File: src/rtl/prio_arbiter_pkg.sv
// Shared types, mode constants and index arithmetic for the round-robin arbiter.
package prio_arbiter_pkg;

    localparam logic MODE_FIXED = 1'b0;
    localparam logic MODE_RR    = 1'b1;

    typedef enum logic {
        IDLE  = 1'b0,
        GRANT = 1'b1
    } state_t;

    // (a + b) mod n, valid while both operands are already below n.
    function automatic int unsigned wrap_inc(input int unsigned a,
                                             input int unsigned b,
                                             input int unsigned n);
        int unsigned s;
        s = a + b;
        return (s >= n) ? (s - n) : s;
    endfunction

endpackage

File: src/rtl/prio_arbiter_rr_if.sv
// Request/grant bundle between the requesters' side (master) and the arbiter (slave).
interface prio_arbiter_rr_if #(
    parameter int N = 8,
    parameter int W = $clog2(N)
);
    logic         en;
    logic         mode;
    logic [N-1:0] req;
    logic         gnt_ready;
    logic         gnt_valid;
    logic [W-1:0] gnt_idx;
    logic [N-1:0] gnt_onehot;
    logic [W-1:0] ptr;

    modport master (
        output en, mode, req, gnt_ready,
        input  gnt_valid, gnt_idx, gnt_onehot, ptr
    );

    modport slave (
        input  en, mode, req, gnt_ready,
        output gnt_valid, gnt_idx, gnt_onehot, ptr
    );
endinterface

File: src/rtl/prio_enc_core.sv
// Combinational N-input priority encoder: highest set index wins.
module prio_enc_core #(
    parameter int N = 8,
    parameter int W = $clog2(N)
) (
    input  logic [N-1:0] i_req,
    output logic [W-1:0] o_idx,
    output logic         o_any
);

    // Scan upward so the last (highest) set bit overwrites earlier ones.
    always_comb begin
        o_idx = '0;
        o_any = |i_req;
        for (int i = 0; i < N; i++) begin
            o_idx = i_req[i] ? W'(i) : o_idx;
        end
    end

endmodule

File: src/rtl/prio_arbiter_rr.sv
// Registered N-input arbiter with fixed-priority / round-robin modes and a
// valid/ready grant that is held until accepted.
module prio_arbiter_rr
    import prio_arbiter_pkg::*;
#(
    parameter int N = 8,
    parameter int W = $clog2(N)
) (
    input  logic            clk,
    input  logic            rst_n,
    prio_arbiter_rr_if.slave bus
);

    localparam logic [N-1:0] ONEHOT_LSB = N'(1);

    state_t       r_state, w_state_nxt;
    logic         r_gnt_valid, w_gnt_valid_nxt;
    logic [W-1:0] r_gnt_idx, w_gnt_idx_nxt;
    logic [N-1:0] r_gnt_onehot, w_gnt_onehot_nxt;
    logic         r_gnt_mode, w_gnt_mode_nxt;
    logic [W-1:0] r_ptr, w_ptr_nxt;

    logic         w_accept;
    int unsigned  w_rot_base;
    logic [N-1:0] w_req_rot;
    logic [W-1:0] w_enc_idx;
    logic         w_enc_any;
    logic [W-1:0] w_winner;

    // Pointer after this edge's acceptance; a granted index drops to lowest priority.
    always_comb begin
        w_accept  = r_gnt_valid & bus.gnt_ready;
        w_ptr_nxt = r_ptr;
        if (w_accept && (r_gnt_mode == MODE_RR)) begin
            w_ptr_nxt = (r_gnt_idx == '0) ? W'(N - 1) : (r_gnt_idx - W'(1));
        end else begin
            w_ptr_nxt = r_ptr;
        end
    end

    // Rotate req so the pointer lands on index N-1; fixed mode uses no rotation.
    always_comb begin
        w_rot_base = (bus.mode == MODE_RR) ? wrap_inc(int'(w_ptr_nxt), 32'd1, N) : 32'd0;
        w_req_rot  = '0;
        for (int j = 0; j < N; j++) begin
            w_req_rot[j] = bus.req[wrap_inc(j, w_rot_base, N)];
        end
    end

    prio_enc_core #(
        .N (N),
        .W (W)
    ) u_enc (
        .i_req (w_req_rot),
        .o_idx (w_enc_idx),
        .o_any (w_enc_any)
    );

    // Map the encoder's position in the rotated vector back to a requester index.
    always_comb begin
        w_winner = W'(wrap_inc(int'(w_enc_idx), w_rot_base, N));
    end

    // Next-state and next-output decode; a pending grant ignores req/en/mode.
    always_comb begin
        w_state_nxt      = r_state;
        w_gnt_valid_nxt  = r_gnt_valid;
        w_gnt_idx_nxt    = r_gnt_idx;
        w_gnt_onehot_nxt = r_gnt_onehot;
        w_gnt_mode_nxt   = r_gnt_mode;
        case (r_state)
            IDLE: begin
                if (bus.en && w_enc_any) begin
                    w_state_nxt      = GRANT;
                    w_gnt_valid_nxt  = 1'b1;
                    w_gnt_idx_nxt    = w_winner;
                    w_gnt_onehot_nxt = ONEHOT_LSB << w_winner;
                    w_gnt_mode_nxt   = bus.mode;
                end else begin
                    w_state_nxt = IDLE;
                end
            end
            GRANT: begin
                if (w_accept && bus.en && w_enc_any) begin
                    w_state_nxt      = GRANT;
                    w_gnt_valid_nxt  = 1'b1;
                    w_gnt_idx_nxt    = w_winner;
                    w_gnt_onehot_nxt = ONEHOT_LSB << w_winner;
                    w_gnt_mode_nxt   = bus.mode;
                end else if (w_accept) begin
                    w_state_nxt      = IDLE;
                    w_gnt_valid_nxt  = 1'b0;
                    w_gnt_idx_nxt    = '0;
                    w_gnt_onehot_nxt = '0;
                end else begin
                    w_state_nxt = GRANT;
                end
            end
            default: begin
                w_state_nxt      = IDLE;
                w_gnt_valid_nxt  = 1'b0;
                w_gnt_idx_nxt    = '0;
                w_gnt_onehot_nxt = '0;
            end
        endcase
    end

    // State, grant and pointer registers; reset leaves RR equivalent to fixed priority.
    always_ff @(posedge clk or negedge rst_n) begin
        if (!rst_n) begin
            r_state      <= IDLE;
            r_gnt_valid  <= 1'b0;
            r_gnt_idx    <= '0;
            r_gnt_onehot <= '0;
            r_gnt_mode   <= MODE_FIXED;
            r_ptr        <= W'(N - 1);
        end else begin
            r_state      <= w_state_nxt;
            r_gnt_valid  <= w_gnt_valid_nxt;
            r_gnt_idx    <= w_gnt_idx_nxt;
            r_gnt_onehot <= w_gnt_onehot_nxt;
            r_gnt_mode   <= w_gnt_mode_nxt;
            r_ptr        <= w_ptr_nxt;
        end
    end

    assign bus.gnt_valid  = r_gnt_valid;
    assign bus.gnt_idx    = r_gnt_idx;
    assign bus.gnt_onehot = r_gnt_onehot;
    assign bus.ptr        = r_ptr;

endmodule

File: src/flat_wrapper.sv
// flat-port wrapper written by rule: the top's interface ports become plain ports
module prio_arbiter_rr_flat import prio_arbiter_pkg::*;
#(
    parameter int N = 8,
    parameter int W = $clog2(N)
)
  (clk, rst_n, bus_en, bus_mode, bus_req, bus_gnt_ready, bus_gnt_valid, bus_gnt_idx, bus_gnt_onehot, bus_ptr);
  prio_arbiter_rr_if #(.N(N), .W(W)) bus_i ();
  input  logic clk;
  input  logic rst_n;
  input wire logic [$bits(bus_i.en)-1:0] bus_en;
  input wire logic [$bits(bus_i.mode)-1:0] bus_mode;
  input wire logic [$bits(bus_i.req)-1:0] bus_req;
  input wire logic [$bits(bus_i.gnt_ready)-1:0] bus_gnt_ready;
  output wire logic [$bits(bus_i.gnt_valid)-1:0] bus_gnt_valid;
  output wire logic [$bits(bus_i.gnt_idx)-1:0] bus_gnt_idx;
  output wire logic [$bits(bus_i.gnt_onehot)-1:0] bus_gnt_onehot;
  output wire logic [$bits(bus_i.ptr)-1:0] bus_ptr;
  assign bus_i.en = bus_en;
  assign bus_i.mode = bus_mode;
  assign bus_i.req = bus_req;
  assign bus_i.gnt_ready = bus_gnt_ready;
  assign bus_gnt_valid = bus_i.gnt_valid;
  assign bus_gnt_idx = bus_i.gnt_idx;
  assign bus_gnt_onehot = bus_i.gnt_onehot;
  assign bus_ptr = bus_i.ptr;
  prio_arbiter_rr #(.N(N), .W(W)) u_core (.clk(clk), .rst_n(rst_n), .bus(bus_i));
endmodule
File: config.mk
export PLATFORM = sky130hd
export DESIGN_NAME = prio_arbiter_rr_flat
export DESIGN_NICKNAME = d
export VERILOG_FILES = /design/src/rtl/prio_arbiter_pkg.sv /design/src/rtl/prio_arbiter_rr_if.sv /design/src/rtl/prio_enc_core.sv /design/src/rtl/prio_arbiter_rr.sv /design/src/flat_wrapper.sv
export SDC_FILE = /design/constraint.sdc
export NUM_CORES = 1
export LEC_CHECK = 0
export CAP_MARGIN = 10
export CORE_ASPECT_RATIO = 0.6
export CORE_MARGIN = 2
export CORE_UTILIZATION = 40
export DETAILED_ROUTE_END_ITERATION = 16
export GPL_ROUTABILITY_DRIVEN = 1
export HOLD_SLACK_MARGIN = 0.15
export PLACE_DENSITY = 0.65
export SLEW_MARGIN = 20
export SYNTH_ARGS = -nofsm -noshare
export SYNTH_HDL_FRONTEND = slang
export SYNTH_HIERARCHICAL = 1
export SYNTH_SLANG_ARGS = --single-unit
File: constraint.sdc
create_clock -name clk -period 8.9 [get_ports clk]
set_clock_uncertainty 0.1 [all_clocks]
set_input_delay 2.225 -clock clk [delete_from_list [all_inputs] [get_ports clk]]
set_output_delay 2.225 -clock clk [all_outputs]
set_load 0.02 [all_outputs]
==> results.txt <==
Power consumption -> 0.684 mW
Initial DRT Pass Iterations -> 4
Hold crit path type -> reg -> reg
Status -> finished, final reports clean
# diodes -> 0
Nets -> 184
Top_reg_cell synth -> dfrtp_1
Pre-CTS setup slack -> 2.06 ns
Ys Warns -> 6
Worst-path clk slew -> 0.06 ns
Rel. slew slack -> 34.8%
Final Non-Filler Cells -> 208
Async S/R FF share, synth -> 100%
Final hold vios -> 0
Average wire per standard cell -> 14.3 um
Drt initial violations -> 92
Gr usage total -> 17.1%
Inserted Clock Buffers -> 3
Syn nets -> 153
Max Cap Violations -> 0
Cts repair resizes -> 0
Register-to-Register Path Depth -> 21
DPL Wire Length -> 2360 um
Max Root-Sink Buffers -> 2
Most common cell after layout, fill and taps aside -> clkdlybuf4s50_1
CTS tree -> built
Clk_lat worst skew -> 0.25 ns
Die area -> 3820 um^2
Period utilization -> 74.5%
Post-synth EDFFs -> 0
Share of cells above drive strength 1 -> 16.0%
First-pass GRT wire length -> 5080 um
Required @ worst endpoint -> 8.99 ns
Netlist cell types -> 40
Critical path class -> in -> reg
Average size of a mapped cell -> 10.0 um^2
Final setup TNS -> 0 ns
Vias in the first global route -> 1127
WHS -> 0.389 ns
Chip height -> 48.7 um
P&R area growth vs syn -> 27.7%
Initial antenna violation count -> 0
Width of the die -> 78.4 um
Post-route minimum period -> 6.63 ns
Residual DRC -> 0
Final setup viols -> 0
Post-Syn Instances -> 133
Crit. End Element -> flop
Most frequent cells in the layout -> clkdlybuf4s50_1, nand2_1, dfrtp_1
Startpoint types -> primary input
Achievable Freq -> 151 MHz
Drt total wl -> 2970 um
PD cells -> 403 nW/um^2
Post-route worst setup slack -> 2.27 ns
RSZ-0062 raised after global routing -> false
Depth of the worst hold-timing path -> 2
Largest net degree at the start of global routing -> 18
Total congestion overflow -> 0
Clk sinks -> 17
Port bufs -> 27
Top area cells in the synthesized netlist -> dfrtp_1, mux2i_1, dfstp_2
Starting Density -> 41.3%
Leak -> 0.731 nW
DR vias/cell -> 5.46
Crit-path max FO -> 8
Core area -> 3220 um^2
Io pins -> 28
Worst slew pin tran -> 0.974 ns
Postcts setup bufs -> 0
Share of the synthesized area in the top cell type -> 26.3%
Max Slew Vio Count -> 0
Site Rows -> 16
Vias -> 1135
Synthesized flop and latch total -> 17
Area leader, netlist -> dfrtp_1
Mapped Area -> 1330 um^2
Worst-case vdd ir drop -> 183 uV
Cts hold-fix bufs -> 0
ANT nets after route -> 0
Critical Path AT -> 6.72 ns
CTS H-tree lvls -> 1
Fill count -> 292
Register area share after synthesis -> 32.3%
Clock Root Buffer -> clkbuf_8
Placed cell count -> 204
Routability cong. -> 0.892
==> per-stage QoR <==
stage / area, um^2 / util (%)
6_report: 1700 / 52.7
5_1_grt: 1700 / 52.7
4_1_cts: 1700 / 52.7
3_5_place_dp: 1650 / 51.3
3_3_place_gp: 1650 / 51.3
2_1_floorplan: 1330 / -
==> per-layer routing <==
metal	up-vias	track usage, %	share of wire [%]
met5	-	0	0
met4	0	4.09	0.40
met3	4	5.22	5.9
met2	38	26.7	46
met1	548	23.5	48
li1	545	-	-
==> kinds of logic after synthesis <==
group / Yosys count / share of synthesized area, %
mux: 21 / 21.5
xor+xnor: 4 / 3.20
compound gates: 27 / 14.9
buf+inv: 12 / 3.39
simple gates: 45 / 17.6
fa+ha+maj: 7 / 7.15
flops: 17 / 32.3
==> final cells by class <==
type | count | area (um^2) | share of cell area [%]
Multi-Input combinational cell | 104 | 856 | 50.4
Sequential cell | 17 | 429 | 25.3
Timing Repair Buffer | 27 | 270 | 15.9
Tap cell | 45 | 56.3 | 3.32
Clock buffer | 4 | 45.0 | 2.65
Inverter | 11 | 41.3 | 2.43
==> path summary, 6_finish.rpt <==
check	start	to	slack, ns
max	bus_gnt_ready	u_core/bus.gnt_onehot[4]$_DFFE_PN0P_	2.27
min reg2reg	u_core/bus.gnt_onehot[5]$_DFFE_PN0P_	u_core/bus.gnt_onehot[5]$_DFFE_PN0P_	0.39
max in group asynchronous	rst_n	u_core/bus.gnt_onehot[3]$_DFFE_PN0P_	5.90
max reg2reg	u_core/bus.gnt_idx[0]$_DFFE_PN0P_	u_core/bus.gnt_onehot[4]$_DFFE_PN0P_	4.07
min	u_core/bus.gnt_onehot[5]$_DFFE_PN0P_	u_core/bus.gnt_onehot[5]$_DFFE_PN0P_	0.39
min in group asynchronous	rst_n	u_core/bus.gnt_idx[2]$_DFFE_PN0P_	2.32
==> power by group <==
group	total (mW)	switching [mW]	internal, mW
sequential	0.135	0.0229	0.112
combinational	0.492	0.277	0.215
clock	0.0576	0.0258	0.0318
==> cell usage after synthesis (all sizes together) (2+ instances only) <==
cell    instances
nand3b          3
nor2            6
nor3            2
dfrtp          14
inv            11
nand3           5
a21oi           6
mux4            3
mux2i           9
dfstp           3
a22o            6
xnor2           2
xor2            2
o21ai           8
a21o            2
nor4            3
ha              6
o31ai           2
nand2          21
a211oi          2
mux2            9
==> critical path: stages <==
cell	delay, ns
clkdlybuf4s50_1	0.58
nand3_4	0.17
nand2_1	0.10
o21ai_0	0.12
ha_1	0.30
nand2_1	0.18
inv_1	0.14
ha_1	0.19
inv_1	0.06
nor3_1	0.33
nor4_1	0.10
nor4_1	0.56
a21oi_2	0.13
o31ai_2	0.08
ha_1	0.18
inv_1	0.05
fa_1	0.37
xor2_1	0.30
xor2_1	0.35
a22o_1	0.21
==> flip-flops by register name, indices dropped and copies added, names as in the netlist <==
name and cells:
u_core/bus.gnt_onehot 8, u_core/bus.gnt_idx 3, u_core/bus.ptr 3, u_core/bus.gnt_valid 1
u_core/r_gnt_mode 1, u_core/r_state 1
Note: power is estimated with default switching activity, not from simulation.
